### config.mk
export PLATFORM = sky130hd
export DESIGN_NAME = seq_right_shifter
export DESIGN_NICKNAME = d
export VERILOG_FILES = /design/src/rtl/seq_shift_pkg.sv /design/src/rtl/shift1_right.sv /design/src/rtl/seq_right_shifter.sv
export SDC_FILE = /design/constraint.sdc
export NUM_CORES = 1
export LEC_CHECK = 0
export BUFFER_PORTS_ARGS = -buffer_cell sky130_fd_sc_hd__buf_2
export CORE_ASPECT_RATIO = 1.25
export CORE_UTILIZATION = 40
export DETAILED_ROUTE_END_ITERATION = 8
export PLACE_DENSITY = 0.68
export RECOVER_POWER = 100
export SYNTH_ARGS = -nofsm -noshare
export SYNTH_HDL_FRONTEND = slang
export SYNTH_SLANG_ARGS = --single-unit
### constraint.sdc
create_clock -name clk -period 1.1 [get_ports clk]
set_input_delay 0.055 -clock clk [delete_from_list [all_inputs] [get_ports clk]]
set_output_delay 0.055 -clock clk [all_outputs]
set_load 0.01 [all_outputs]
### src/rtl/seq_shift_pkg.sv
// seq_shift_pkg: shared state type and width helper for the sequential right shifter
package seq_shift_pkg;
  typedef enum logic [1:0] {IDLE, SHIFT, DONE} state_t;
  function automatic int aw_of(input int n);
    return $clog2(n) + 1;
  endfunction
endpackage

### src/rtl/shift1_right.sv
// shift1_right: one-bit right shift with zero or sign fill
module shift1_right #(
  parameter int N     = 8,
  parameter int ARITH = 0
) (
  input  logic [N-1:0] i_d,
  output logic [N-1:0] o_d
);
  assign o_d = {(ARITH != 0) & i_d[N-1], i_d[N-1:1]};
endmodule

### src/rtl/seq_right_shifter.sv
// seq_right_shifter: multi-cycle right shifter, one bit per cycle, valid/ready on both sides
module seq_right_shifter
  import seq_shift_pkg::*;
#(
  parameter  int N     = 8,
  parameter  int ARITH = 0,
  localparam int AW    = aw_of(N)
) (
  input  logic          clk,
  input  logic          rst_n,
  input  logic          in_valid,
  output logic          in_ready,
  input  logic [N-1:0]  in_data,
  input  logic [AW-1:0] in_amt,
  output logic          out_valid,
  input  logic          out_ready,
  output logic [N-1:0]  out_data,
  output logic          busy
);
  state_t        r_state;
  logic [N-1:0]  r_work;
  logic [AW-1:0] r_cnt;
  logic [N-1:0]  w_next;
  logic [AW-1:0] w_amt;
  // N shifts already yield all-fill, so larger distances only cost latency
  assign w_amt = (in_amt >= AW'(N)) ? AW'(N) : in_amt;
  shift1_right #(.N(N), .ARITH(ARITH)) u_step (.i_d(r_work), .o_d(w_next));
  always_ff @(posedge clk or negedge rst_n) begin
    if (!rst_n) begin
      r_state <= IDLE;
      r_work  <= '0;
      r_cnt   <= '0;
    end else begin
      case (r_state)
        IDLE: if (in_valid) begin
          r_work  <= in_data;
          r_cnt   <= w_amt;
          r_state <= (w_amt == '0) ? DONE : SHIFT;
        end
        SHIFT: begin
          r_work  <= w_next;
          r_cnt   <= r_cnt - 1'b1;
          r_state <= (r_cnt == AW'(1)) ? DONE : SHIFT;
        end
        DONE: if (out_ready) r_state <= IDLE;
        default: r_state <= IDLE;
      endcase
    end
  end
  assign in_ready  = (r_state == IDLE);
  assign out_valid = (r_state == DONE);
  assign busy      = (r_state != IDLE);
  assign out_data  = r_work;
endmodule

---- Yosys cells after proc, flatten, opt, wreduce, memory -nomap -nowiden ----
Index checks and enable logic that the tools add are counted.
cells by class
  add/sub/neg operators ................... 1
  $lt $le $gt $ge ......................... 1
  equality and inequality tests ........... 5
  mux-type cells .......................... 10
  reductions and logical operators ........ 6
operator list
  operator                                               count
  one-hot mux 8 bit (2 select lines)                     1
  two-way mux 2 bit                                      4
  two-way mux 4 bit                                      2
  two-way mux 8 bit                                      1
  one-hot mux 4 bit (2 select lines)                     1
  one-hot mux 2 bit (3 select lines)                     1
  == test 4 x 1 -> 1 bit, second input constant          1
  >= comparator 4 bit, second input constant             1
  logical NOT 4 bit                                      1
  AND reduction 2 bit                                    2
  nonzero test 2 bit                                     2
  subtractor 4 x 1 -> 4 bit, second input constant       1
  == test 2 x 1 -> 1 bit, second input constant          1
  == test 2 bit, second input constant                   1
  logical NOT 2 bit                                      1
  inequality test 2 x 1 -> 1 bit, second input constant  1
  inequality test 2 bit, second input constant           1
storage, ports and cells
  register bits after elaboration ......... 14
  input port bits ......................... 16
  word-level logic and storage cells ...... 26

---- Depth between registers and ports, before layout ----
  depth after elaboration ................. 6
  mapped depth ............................ 5

---- Hierarchy ----
From an unflattened synthesis, not the netlist that was laid out.
unflattened totals
  cell total of the unflattened synthesis .. 95
  area total of the unflattened synthesis .. 924.6 µm²
by module, submodules not included
  module             instances  cells each  area each (µm²)
  seq_right_shifter  1          86          860.8
  shift1_right       1          9           63.8

---- Worst setup path before layout ----
No wires, ideal clock.
  path kind ............................... register -> register
  start point ............................. register r_state[1]
  end point ............................... register r_cnt[0]
  library setup time ...................... 125 ps
  arrival ................................. 993 ps
  required time ........................... 975 ps
  setup slack ............................. -18 ps
  stages on the path, launching flop included .. 6
  buffers on the path ..................... 2
  period minus slack after synthesis ...... 1118 ps
  cell sequence ........................... dfrtp_1 > buf_6 > o21bai_4 > buf_6 > a22oi_2 > o21ai_1
on the way
  longest elaborated chain between the ends .. 3
RTL lines
  what                                                                          RTL line                 RTL
  from (decl)                                                                   seq_right_shifter.sv:20  state_t r_state;
  from (signal assigned)                                                        seq_right_shifter.sv:38  r_state <= (w_amt == '0) ? DONE : SHIFT;
  from (signal assigned)                                                        seq_right_shifter.sv:43  r_state <= (r_cnt == AW'(1)) ? DONE : SHIFT;
  == test 2 x 1 -> 1 bit or logical NOT 2 bit (tied branches)                   seq_right_shifter.sv:34  case (r_state)
  nonzero test 2 bit (no source line) or inequality test 2 bit (tied branches)  --
  AND reduction 2 bit (no source line)                                          --
  to (signal assigned)                                                          seq_right_shifter.sv:37  r_cnt <= w_amt;
  to (signal assigned)                                                          seq_right_shifter.sv:42  r_cnt <= r_cnt - 1'b1;
  to (decl)                                                                     seq_right_shifter.sv:22  logic [AW-1:0] r_cnt;
Several ways; a longest one is shown, not always the timed one.
A chain may end at the register's enable or synchronous reset.

---- Final worst setup path ----
  start point ............................. register r_cnt[1]
  end point ............................... register r_state[1]
on the way
  longest elaborated chain between the ends .. 3
RTL lines
  what                                RTL line
  == test 4 x 1 -> 1 bit              seq_right_shifter.sv:43
  two-way mux 2 bit                   seq_right_shifter.sv:43
  one-hot mux 2 bit (3 select lines)  seq_right_shifter.sv:34
Every way passes these cells.

==> reports/qor.txt <==
STATUS
--------------------------------------------------------------------------------
Result of the run                                                   complete, but fails checks
Violations in the final reports                                     negative setup slack

CLOCK TREE
--------------------------------------------------------------------------------
TritonCTS clock tree                                                        done
Maximum count of clock buffers along a single path                             2
CTS buffer count                                                               3
Clock latency on the worst-skew pair                                     0.28 ns
Clock root buffer                                                   sky130_fd_sc_hd__clkbuf_4
CTS clock-pin slew for the worst setup and hold paths                    0.09 ns
CTS Sinks                                                                     14
H-tree levels                                                                  1

FINISH
--------------------------------------------------------------------------------
Inserted Diodes                                                                0
NumNets Final                                                                146
Layout cell share with drive strength beyond 1                             49.6%
Post-synthesis to final-layout area growth                                 52.9%
Number of filler cells placed in the layout                                  168
Final Instance Count excl. Fillers                                           146
Final Core Density                                                         67.6%

STA
--------------------------------------------------------------------------------
Slew Limit Headroom                                                        48.1%
Unrepaired setup endpoints after global routing                              yes
Fin crit share                                                              111%
Min cycle time layout                                                    1.22 ns
Clock tree skew after final layout                                    0.00276 ns
F_max                                                                    817 MHz
Final number of hold-violating endpoints                                       0
Hold WS                                                                0.0335 ns
Max-slew violations                                                            0
Setup-failing EPs final                                                       15
Transition at the pin with the smallest max-transition slack            0.779 ns
Fin Setup TNS                                                          -0.941 ns
Crit path setup slack, layout                                          -0.124 ns

CRITICAL PATH
--------------------------------------------------------------------------------
Path type of the worst setup path                                   flop to flop
CP arrival                                                               1.43 ns
Crit Path Max Fanout                                                           2
Cell with the biggest individual delay on the critical path         sky130_fd_sc_hd__dfrtp_1
Crit path largest cell delay                                             0.40 ns
Worst-path cell chain                                               inv_2, ha_4, nor4bb_4, a31oi_1, o21ai_1
Type of element capturing the critical path                                 flop
Type of element launching the critical path                                 flop
Worst EP required                                                        1.31 ns

FLOORPLAN
--------------------------------------------------------------------------------
Floorplan Core Area                                                  0.00183 mm²
Area of the die                                                      0.00221 mm²
Starting Density                                                           44.3%
Chip Height                                                              52.3 µm
Width of the die                                                         42.2 µm
I/O pin count                                                                 27
Number of placement rows                                                      17

GLOBAL ROUTE
--------------------------------------------------------------------------------
Number of antenna violations at the first check in global routing              0
Number of global-route vias before repair                                    766
Largest net degree at the start of global routing                             19
GRT overflow                                                                   0
Wire length of the first global-routing pass                             3280 µm
Overall fraction of global-route tracks in use                             20.3%

ROUTE
--------------------------------------------------------------------------------
Detailed-route wire length                                               2290 µm
Length of the first detailed-routing pass in iterations                        6
Average wire per cell in the routed design                               15.7 µm
Routed vias                                                                  832
Number of nets still failing antenna checks after routing                      0
Number of DRC violations after detailed-routing iteration 0                   10
Number of design rule violations left after detail routing                     0
Post-DR vias/cell                                                           5.70

YOSYS
--------------------------------------------------------------------------------
Cell type with the highest aggregate area in the netlist            sky130_fd_sc_hd__dfrtp_1
Number of register bits inferred by synthesis                                 14
Ys async rst share                                                          100%
Cell types occupying the most area after synthesis                  sky130_fd_sc_hd__dfrtp_1 (43%), sky130_fd_sc_hd__o21ai_1 (7.4%), sky130_fd_sc_hd__a22oi_1 (6.5%)
Synth cell types                                                              28
Most used flip-flop cell after synthesis                            sky130_fd_sc_hd__dfrtp_1
Summed instance area of the synthesized netlist                          810 µm²
Synth Warn #                                                                   0
Sequential area share after synthesis                                      43.3%
Post-synthesis cell count                                                     86
Total nets after synthesis                                                   104
Average cell area after synthesis                                       9.41 µm²
Number of synthesized flops with an enable pin                                 0
Area fraction of the dominant cell type after synthesis                    43.3%

POWER
--------------------------------------------------------------------------------
Leakage                                                                 0.553 nW
P per Cell Area                                                      2870 mW/mm²
Fraction of power spent switching nets                                     41.2%
Psw                                                                      1.47 mW
Part of the power in the clock network                                     10.6%
Internal                                                                 2.09 mW
Portion of total power attributed to combinational logic                   61.7%
Worst VDD drop                                                         0.00147 V
Tot Pwr                                                                  3.55 mW
Fraction of power consumed by sequential logic                             27.8%

PLACED DESIGN
--------------------------------------------------------------------------------
Global placer's final weighted congestion                                  0.801
Detailed placer's ending HPWL                                            1340 µm
Number of buffers inserted by port buffering                                  26
Cell count after placement                                                   134

FLOW RUN
--------------------------------------------------------------------------------
Count of maximum capacitance violations                                        0

WORST HOLD PATH
--------------------------------------------------------------------------------
Kind of path behind the tightest hold check                         input port to flop

==> cell usage after synthesis (all sizes together), types with 2 or more instances <==
library cell / instances
dfrtp: 14
o21ai: 13
nand2: 11
a22oi: 8
inv: 8
buf: 5
a31oi: 3
a21oi: 2
and2b: 2
ha: 2
nand2b: 2
nor2: 2
nor2b: 2
nor3b: 2
==> layout by cell type (no fill, tap or decap), types with 2 or more instances in the layout <==
master                      n
sky130_fd_sc_hd__nand2_2    5
sky130_fd_sc_hd__clkbuf_1   9
sky130_fd_sc_hd__buf_2     16
sky130_fd_sc_hd__inv_2      2
sky130_fd_sc_hd__and2b_1    2
sky130_fd_sc_hd__dfrtp_1   13
sky130_fd_sc_hd__a31oi_1    3
sky130_fd_sc_hd__nand2_1    6
sky130_fd_sc_hd__buf_4      8
sky130_fd_sc_hd__nand2b_1   2
sky130_fd_sc_hd__buf_6      6
sky130_fd_sc_hd__buf_8      2
sky130_fd_sc_hd__inv_1      6
sky130_fd_sc_hd__clkbuf_4   3
sky130_fd_sc_hd__a22oi_2    8
sky130_fd_sc_hd__a21oi_1    2
sky130_fd_sc_hd__nor2b_4    2
sky130_fd_sc_hd__o21ai_1   11
==> state kept, by name, summed over array words and instances, names as in the netlist <==
signal,cells
out_data,8
r_cnt,4
r_state,2
==> critical path: cells and delay by family (launching register included) <==
family / cells / cell delay, ns
AOI/OAI and AO/OA: 2 / 0.24
adders and majority gates: 1 / 0.13
buffers and inverters: 1 / 0.08
DFF: 1 / 0.40
and+or+nand+nor: 1 / 0.31
==> cell type report <==
class / instances / area [µm²] / share of cell area, %
Clock buffer: 4 / 36.3 / 2.93
Inverter: 8 / 30.0 / 2.43
Multi-Input combinational cell: 58 / 494 / 39.9
Sequential cell: 14 / 352 / 28.4
Tap cell: 19 / 23.8 / 1.92
Timing Repair Buffer: 43 / 302 / 24.4
==> stage by stage <==
stage               setup WS (ns)  instance area, µm²
floorplan                 0.00604                 810
global placement         -0.00877                 991
detailed placement        -0.0740                 991
CTS                        -0.104                1150
global route               -0.163                1240
finish                     -0.124                1240
==> power groups by stage <==
stage / Sequential [mW] / Combinational [mW] / Clock, mW
6_report: 0.986 / 2.19 / 0.376
3_5_place_dp: 0.913 / 1.54 / 0
3_3_place_gp: 0.909 / 1.50 / 0
4_1_cts: 0.928 / 1.87 / 0.377
2_1_floorplan: 0.973 / 0.974 / 0
5_1_grt: 1.01 / 2.37 / 0.402
==> metal layers <==
metal	wire length [µm]	part of all wire [%]	global-route usage, %
met5	0	0	0
met1	972	43	24.1
met4	38	1.7	9.38
met3	98	4.3	3.45
met2	1180	51	35.4
==> final timing paths <==
kind                                    startpoint                 endpoint  slack, ns  cells past startpoint
max                           r_cnt[1]$_DFFE_PN0P_   r_state[1]$_DFFE_PN0P_      -0.12                      5
max reg2reg                   r_cnt[1]$_DFFE_PN0P_   r_state[1]$_DFFE_PN0P_      -0.12                      5
min reg2reg                out_data[0]$_DFFE_PN0P_  out_data[0]$_DFFE_PN0P_       0.51                      2
max in group asynchronous                    rst_n     r_cnt[0]$_DFFE_PN0P_       0.21                      2
min                                      in_amt[0]     r_cnt[0]$_DFFE_PN0P_       0.03                      3
min in group asynchronous                    rst_n   r_state[1]$_DFFE_PN0P_       0.36                      2
==> logic make-up after synthesis <==
family / share of synthesized area (%)
AOI/OAI and AO/OA: 27.4
adders and majority gates: 3.09
buffers and inverters: 10.2
DFF: 43.3
and+or+nand+nor: 16.1
==> repair_timing <==
item / in CTS / in global routing
pin swaps: 3 / 12
cloned: 0 / 1
hold endpoints to repair: 14 / 0
gates resized for setup: 16 / 25
setup endpoints to repair: 10 / 16
setup buffers: 5 / 1
hold buffers: 1 / 0
Note: power is estimated with default switching activity, not from simulation.
